--- src/rtl/riscv_pkg.sv ---
// Shared types for the memory arbiter: FSM states, requester ids and bus defaults.
// Also holds the round-robin winner selection used when latching a request.
package riscv_pkg;

   localparam int unsigned AW_DEFAULT = 32;
   localparam int unsigned DW_DEFAULT = 32;

   typedef enum logic [1:0] {
      ST_IDLE = 2'd0,
      ST_REQ  = 2'd1,
      ST_WAIT = 2'd2,
      ST_DONE = 2'd3
   } arb_state_e;

   typedef enum logic {
      ID_FETCH = 1'b0,
      ID_DATA  = 1'b1
   } req_id_e;

   // On a tie the requester that was not granted last wins.
   function automatic req_id_e pick_winner(input logic    fetch_req,
                                           input logic    data_req,
                                           input req_id_e last_grant);
      req_id_e w;
      if (fetch_req && data_req) begin
         w = (last_grant == ID_FETCH) ? ID_DATA : ID_FETCH;
      end else if (data_req) begin
         w = ID_DATA;
      end else begin
         w = ID_FETCH;
      end
      return w;
   endfunction

endpackage

--- src/rtl/mem_arbiter_if.sv ---
// Bundle of the fetch port, data port and shared-memory port around the arbiter.
// slave = arbiter side; master = requesters plus memory.
interface mem_arbiter_if
   import riscv_pkg::*;
#(
   parameter int AW = AW_DEFAULT,
   parameter int DW = DW_DEFAULT
) ();

   logic              i_req;
   logic [AW-1:0]     i_addr;
   logic              i_ack;
   logic [DW-1:0]     i_rdata;

   logic              d_req;
   logic              d_we;
   logic [AW-1:0]     d_addr;
   logic [DW-1:0]     d_wdata;
   logic [DW/8-1:0]   d_be;
   logic              d_ack;
   logic [DW-1:0]     d_rdata;

   logic              m_req;
   logic              m_we;
   logic [AW-1:0]     m_addr;
   logic [DW-1:0]     m_wdata;
   logic [DW/8-1:0]   m_be;
   logic              m_gnt;
   logic              m_rvalid;
   logic [DW-1:0]     m_rdata;

   modport slave (
      input  i_req, i_addr,
      output i_ack, i_rdata,
      input  d_req, d_we, d_addr, d_wdata, d_be,
      output d_ack, d_rdata,
      output m_req, m_we, m_addr, m_wdata, m_be,
      input  m_gnt, m_rvalid, m_rdata
   );

   modport master (
      output i_req, i_addr,
      input  i_ack, i_rdata,
      output d_req, d_we, d_addr, d_wdata, d_be,
      input  d_ack, d_rdata,
      input  m_req, m_we, m_addr, m_wdata, m_be,
      output m_gnt, m_rvalid, m_rdata
   );

endinterface

--- src/rtl/mem_arbiter.sv ---
// Two-port (fetch/data) arbiter onto a single shared memory port, one transaction
// outstanding, round-robin on ties, with a WAIT timeout that completes with err.
module mem_arbiter
   import riscv_pkg::*;
#(
   parameter int AW      = AW_DEFAULT,
   parameter int DW      = DW_DEFAULT,
   parameter int TIMEOUT = 15
) (
   input  logic          clk,
   input  logic          reset,
   mem_arbiter_if.slave  bus,
   output logic          err,
   output logic          stall
);

   localparam int BW     = DW / 8;
   localparam int CW_RAW = $clog2(TIMEOUT + 1);
   localparam int CW     = (CW_RAW < 4) ? 4 : CW_RAW;
   localparam logic [CW-1:0] CNT_LAST = CW'(TIMEOUT - 1);

   arb_state_e        r_state;
   arb_state_e        w_next_state;
   req_id_e           r_winner;
   req_id_e           r_last_grant;
   req_id_e           w_pick;
   logic [CW-1:0]     r_cnt;
   logic [CW-1:0]     w_cnt_next;
   logic              w_latch;
   logic              w_timeout;
   logic              w_done_enter;
   logic [DW-1:0]     w_cap_data;

   logic              r_we;
   logic [AW-1:0]     r_addr;
   logic [DW-1:0]     r_wdata;
   logic [BW-1:0]     r_be;
   logic              r_m_req;
   logic              r_i_ack;
   logic              r_d_ack;
   logic              r_err;
   logic [DW-1:0]     r_i_rdata;
   logic [DW-1:0]     r_d_rdata;

   // FSM state register
   always_ff @(posedge clk) begin
      if (!reset) begin
         r_state <= ST_IDLE;
      end else begin
         r_state <= w_next_state;
      end
   end

   // Next state, latch/timeout strobes and the data captured on completion
   always_comb begin
      w_next_state = r_state;
      w_latch      = 1'b0;
      w_timeout    = 1'b0;
      w_cnt_next   = r_cnt;
      w_cap_data   = '0;
      w_pick       = pick_winner(bus.i_req, bus.d_req, r_last_grant);
      case (r_state)
         ST_IDLE: begin
            if (bus.i_req || bus.d_req) begin
               w_next_state = ST_REQ;
               w_latch      = 1'b1;
               w_cnt_next   = '0;
            end else begin
               w_next_state = ST_IDLE;
            end
         end
         ST_REQ: begin
            if (bus.m_gnt && bus.m_rvalid) begin
               w_next_state = ST_DONE;
               w_cap_data   = bus.m_rdata;
            end else if (bus.m_gnt) begin
               w_next_state = ST_WAIT;
               w_cnt_next   = '0;
            end else begin
               w_next_state = ST_REQ;
            end
         end
         ST_WAIT: begin
            if (bus.m_rvalid) begin
               w_next_state = ST_DONE;
               w_cap_data   = bus.m_rdata;
            end else if (r_cnt == CNT_LAST) begin
               // Forced completion: the response is replaced by zero.
               w_next_state = ST_DONE;
               w_timeout    = 1'b1;
               w_cap_data   = '0;
            end else begin
               w_next_state = ST_WAIT;
               w_cnt_next   = r_cnt + CW'(1);
            end
         end
         ST_DONE: begin
            w_next_state = ST_IDLE;
         end
         default: begin
            w_next_state = ST_IDLE;
         end
      endcase
      w_done_enter = (w_next_state == ST_DONE) && (r_state != ST_DONE);
   end

   // Latched payload, grant history, timeout counter and registered outputs
   always_ff @(posedge clk) begin
      if (!reset) begin
         r_winner     <= ID_FETCH;
         r_last_grant <= ID_FETCH;
         r_cnt        <= '0;
         r_we         <= 1'b0;
         r_addr       <= '0;
         r_wdata      <= '0;
         r_be         <= '0;
         r_m_req      <= 1'b0;
         r_i_ack      <= 1'b0;
         r_d_ack      <= 1'b0;
         r_err        <= 1'b0;
         r_i_rdata    <= '0;
         r_d_rdata    <= '0;
      end else begin
         r_cnt <= w_cnt_next;
         if (w_latch) begin
            r_winner     <= w_pick;
            r_last_grant <= w_pick;
            if (w_pick == ID_DATA) begin
               r_we    <= bus.d_we;
               r_addr  <= bus.d_addr;
               r_wdata <= bus.d_wdata;
               r_be    <= bus.d_be;
            end else begin
               r_we    <= 1'b0;
               r_addr  <= bus.i_addr;
               r_wdata <= '0;
               r_be    <= {BW{1'b1}};
            end
         end
         r_m_req <= (w_next_state == ST_REQ);
         r_i_ack <= w_done_enter && (r_winner == ID_FETCH);
         r_d_ack <= w_done_enter && (r_winner == ID_DATA);
         r_err   <= w_timeout;
         if (w_done_enter && (r_winner == ID_FETCH)) begin
            r_i_rdata <= w_cap_data;
         end
         if (w_done_enter && (r_winner == ID_DATA)) begin
            r_d_rdata <= w_cap_data;
         end
      end
   end

   assign bus.m_req   = r_m_req;
   assign bus.m_we    = r_we;
   assign bus.m_addr  = r_addr;
   assign bus.m_wdata = r_wdata;
   assign bus.m_be    = r_be;
   assign bus.i_ack   = r_i_ack;
   assign bus.i_rdata = r_i_rdata;
   assign bus.d_ack   = r_d_ack;
   assign bus.d_rdata = r_d_rdata;
   assign err         = r_err;
   // Stall reflects live requests against this cycle's ack.
   assign stall       = (bus.i_req & ~r_i_ack) | (bus.d_req & ~r_d_ack);

endmodule

--- src/flat_wrapper.sv ---
// flat-port wrapper written by rule: the top's interface ports become plain ports
module mem_arbiter_flat import riscv_pkg::*;
#(
   parameter int AW      = AW_DEFAULT,
   parameter int DW      = DW_DEFAULT,
   parameter int TIMEOUT = 15
)
  (clk, reset, err, stall, bus_i_req, bus_i_addr, bus_i_ack, bus_i_rdata, bus_d_req, bus_d_we, bus_d_addr, bus_d_wdata, bus_d_be, bus_d_ack, bus_d_rdata, bus_m_req, bus_m_we, bus_m_addr, bus_m_wdata, bus_m_be, bus_m_gnt, bus_m_rvalid, bus_m_rdata);
  mem_arbiter_if #(.AW(AW), .DW(DW)) bus_i ();
  input  logic clk;
  input  logic reset;
  output logic err;
  output logic stall;
  input wire logic [$bits(bus_i.i_req)-1:0] bus_i_req;
  input wire logic [$bits(bus_i.i_addr)-1:0] bus_i_addr;
  output wire logic [$bits(bus_i.i_ack)-1:0] bus_i_ack;
  output wire logic [$bits(bus_i.i_rdata)-1:0] bus_i_rdata;
  input wire logic [$bits(bus_i.d_req)-1:0] bus_d_req;
  input wire logic [$bits(bus_i.d_we)-1:0] bus_d_we;
  input wire logic [$bits(bus_i.d_addr)-1:0] bus_d_addr;
  input wire logic [$bits(bus_i.d_wdata)-1:0] bus_d_wdata;
  input wire logic [$bits(bus_i.d_be)-1:0] bus_d_be;
  output wire logic [$bits(bus_i.d_ack)-1:0] bus_d_ack;
  output wire logic [$bits(bus_i.d_rdata)-1:0] bus_d_rdata;
  output wire logic [$bits(bus_i.m_req)-1:0] bus_m_req;
  output wire logic [$bits(bus_i.m_we)-1:0] bus_m_we;
  output wire logic [$bits(bus_i.m_addr)-1:0] bus_m_addr;
  output wire logic [$bits(bus_i.m_wdata)-1:0] bus_m_wdata;
  output wire logic [$bits(bus_i.m_be)-1:0] bus_m_be;
  input wire logic [$bits(bus_i.m_gnt)-1:0] bus_m_gnt;
  input wire logic [$bits(bus_i.m_rvalid)-1:0] bus_m_rvalid;
  input wire logic [$bits(bus_i.m_rdata)-1:0] bus_m_rdata;
  assign bus_i.i_req = bus_i_req;
  assign bus_i.i_addr = bus_i_addr;
  assign bus_i_ack = bus_i.i_ack;
  assign bus_i_rdata = bus_i.i_rdata;
  assign bus_i.d_req = bus_d_req;
  assign bus_i.d_we = bus_d_we;
  assign bus_i.d_addr = bus_d_addr;
  assign bus_i.d_wdata = bus_d_wdata;
  assign bus_i.d_be = bus_d_be;
  assign bus_d_ack = bus_i.d_ack;
  assign bus_d_rdata = bus_i.d_rdata;
  assign bus_m_req = bus_i.m_req;
  assign bus_m_we = bus_i.m_we;
  assign bus_m_addr = bus_i.m_addr;
  assign bus_m_wdata = bus_i.m_wdata;
  assign bus_m_be = bus_i.m_be;
  assign bus_i.m_gnt = bus_m_gnt;
  assign bus_i.m_rvalid = bus_m_rvalid;
  assign bus_i.m_rdata = bus_m_rdata;
  mem_arbiter #(.AW(AW), .DW(DW), .TIMEOUT(TIMEOUT)) u_core (.clk(clk), .reset(reset), .bus(bus_i), .err(err), .stall(stall));
endmodule
--- config.mk ---
export PLATFORM = sky130hd
export DESIGN_NAME = mem_arbiter_flat
export DESIGN_NICKNAME = d
export VERILOG_FILES = /design/src/rtl/riscv_pkg.sv /design/src/rtl/mem_arbiter_if.sv /design/src/rtl/mem_arbiter.sv /design/src/flat_wrapper.sv
export SDC_FILE = /design/constraint.sdc
export NUM_CORES = 1
export LEC_CHECK = 0
export CORE_ASPECT_RATIO = 0.6
export CORE_MARGIN = 4
export CORE_UTILIZATION = 40
export DETAILED_ROUTE_END_ITERATION = 16
export PLACE_DENSITY = 0.8
export SYNTH_ARGS = -nofsm -noshare
export SYNTH_HDL_FRONTEND = slang
export SYNTH_SLANG_ARGS = --single-unit
--- constraint.sdc ---
create_clock -name clk -period 2.5 [get_ports clk]
set_clock_uncertainty 0.1 [all_clocks]
set_input_delay 0.375 -clock clk [delete_from_list [all_inputs] [get_ports clk]]
set_output_delay 0.375 -clock clk [all_outputs]
set_load 0.05 [all_outputs]
==> results.toml <==
[synth]
synth-seq-area-share_pct = 51.2
synth_cells = 575
synth_seq_cells = 144
synthFlopType = "dfxtp_1"
synth_area_mm2 = 0.00563
async_flop_share_pct = 0
yosysUniqueCellTypes = 39
syn-num-nets = 721
yosysWarnings = 0
syn_avg_cell_area_um2 = 9.79
synth_edf_count = 0

[die]
die_w_um = 161
rows = 33
core-area_mm2 = 0.0137
start_util_pct = 41.1
dieArea_mm2 = 0.0161
dieHeight_um = 99.9
ioPinCount = 277

[status]
status = "finished clean"

[timing]
report.final.hold_viol_count = 0
post-route-period-util_pct = 94.9
rsz0062_at_grt = "no"
period_minus_slack_ps = 2370
hold_ws_ps = 282
tightest_slew_ps = 577
fmax_mhz = 422
setup_ws_ps = 128
setup_viol = 0
slew_viol_final = 0
slew_headroom_pct = 61.4
setup_tns_ps = 0

[worst_hold_path]
whs_path_depth = 2
holdCritPathClass = "primary input to register"

[cts]
clk_pin_slew_ps = 60
clkLatencyLatePin_ps = 400
htreeDepth = 4
clock-sinks = 144
cts_tree = "done"
clockRootBuffer = "clkbuf_16"
cts.path.max_buffers = 2
numCtsBuffers = 17

[drt]
via_count = 5207
dr.pass1.iters = 5
wl_per_cell_um = 16.1
ant_nets = 0
viasPerCell = 4.98
drcViolationCount = 0
drt_iter0_drc = 340
routed_wl_mm = 16.8

[global_route]
top_usage_layer = "met2"
grtUsageMet3_pct = 8.54
grtUsageMet2_pct = 35.5
antenna_found_initial = 0
grt_max_degree = 66
use_met1_pct = 23.5
grt_pass1_wl_mm = 26.8
grt_util_all_layers_pct = 20.5
grt-ovfl-total = 0
grt_pass1_vias = 5340

[power]
total_power_mw = 6.14
ir_drop_uv = 432
p_per_area_mw_per_mm2 = 670
p_leak_nw = 3.81

[setup_path]
cp-end-kind = "register"
rr_worst_depth = 7
crit_required_ps = 2690
critPathKind = "register to register"
crit_arrival_ps = 2560
path_max_fanout = 33
cp-start-kind = "register"

[cells_and_area]
drive_gt1_share_pct = 7.50
final_common_cell = "clkdlybuf4s50_1"
utilization_pct = 66.9
n_antenna_cell = 0
n_fill_cell = 1074
area_delta_synth_final_pct = 62.9
mostFrequentLayoutCells = "274 x clkdlybuf4s50_1, 144 x dfxtp_1, 102 x nand2_1"
nNetsFinal = 986

[placed_design]
dp_slack_ps = -17.0
place.gp.congestion = 0.844
port_buffers = 276
place_hpwl_mm = 12.5

[run]
drv_cap = 0
cells in the mapped netlist, types with 3 or more instances:
cell type | n | area share (%)
dfxtp_1 | 144 | 51
buf_2 | 9 | 0.80
inv_1 | 6 | 0.40
nand2_1 | 102 | 6.8
ha_1 | 7 | 1.6
a21oi_1 | 3 | 0.27
o221a_2 | 4 | 0.80
mux2i_1 | 97 | 17
clkbuf_1 | 33 | 2.2
nor2_1 | 69 | 4.6
a211oi_1 | 33 | 4.4
buf_12 | 3 | 1.1
a22oi_1 | 33 | 4.4
final timing paths:
path	to	slack, ps	start
worst min-delay path	u_core.bus.m_be[0]$_SDFFE_PN0P_	280	reset
worst max register to register	u_core.bus.i_rdata[20]$_SDFFE_PN0P_	130	u_core.r_state[1]$_SDFF_PN0_
worst min register to register	u_core.bus.i_rdata[15]$_SDFFE_PN0P_	360	u_core.bus.i_rdata[15]$_SDFFE_PN0P_
worst max-delay path	u_core.bus.i_rdata[20]$_SDFFE_PN0P_	130	u_core.r_state[1]$_SDFF_PN0_
kinds of logic after synthesis:
kind of cell               Yosys count  share of synthesized area, %
buffers and inverters               53                          4.73
and+or+nand+nor                    191                          14.0
DFF                                144                          51.2
AOI/OAI and AO/OA                   83                          11.2
adders and majority gates            7                          1.56
muxes                               97                          17.2
layout make-up:
class	instances	area, um^2	area share [%]
Timing Repair Buffer	292	2950	32.2
Sequential cell	144	2880	31.4
Inverter	7	26.3	0.286
Clock buffer	17	425	4.64
Multi-Input combinational cell	378	2520	27.4
Clock inverter	15	131	1.43
Tap cell	192	240	2.62
sequential cells by signal, indices dropped and copies added, names as in the netlist:
name	flops
u_core.bus.m_wdata	32
u_core.bus.m_be	4
u_core.bus.i_ack	1
u_core.r_cnt	4
u_core.bus.m_addr	32
u_core.err	1
u_core.bus.m_we	1
u_core.bus.i_rdata	32
u_core.r_winner	1
u_core.bus.m_req	1
u_core.r_state	2
u_core.bus.d_rdata	32
u_core.bus.d_ack	1
metrics by stage:
step | cells | instance area (um^2)
floorplan | 575 | 5630
global placement | 1013 | 8610
detailed placement | 1013 | 8610
CTS | 1045 | 9170
global route | 1045 | 9170
finish | 1045 | 9170
timing repair:
action,4_1_cts,5_1_grt
resized for setup,0,1
setup endpoints to repair,0,24
buffers inserted,0,0
hold buffers,0,0
worst max-delay path, stage by stage, from the launching register on:
cell and delay (ps):
dfxtp_1 350, inv_1 110, ha_1 200, or2b_1 260, a41oi_2 180, or4b_2 650, buf_12 230, mux2i_1 150
power breakdown:
group | internal (mW) | switching (mW)
clock network | 1.30 | 1.04
registers | 2.41 | 0.0631
logic | 0.562 | 0.763
metal layers:
metal,wire (um),up-vias,part of all wire (%)
met1,6850,2458,41
met5,0,-,0
met2,8190,211,49
met4,263,0,1.6
met3,1530,20,9.1
li1,-,2518,-
Note: power is estimated with default switching activity, not from simulation.
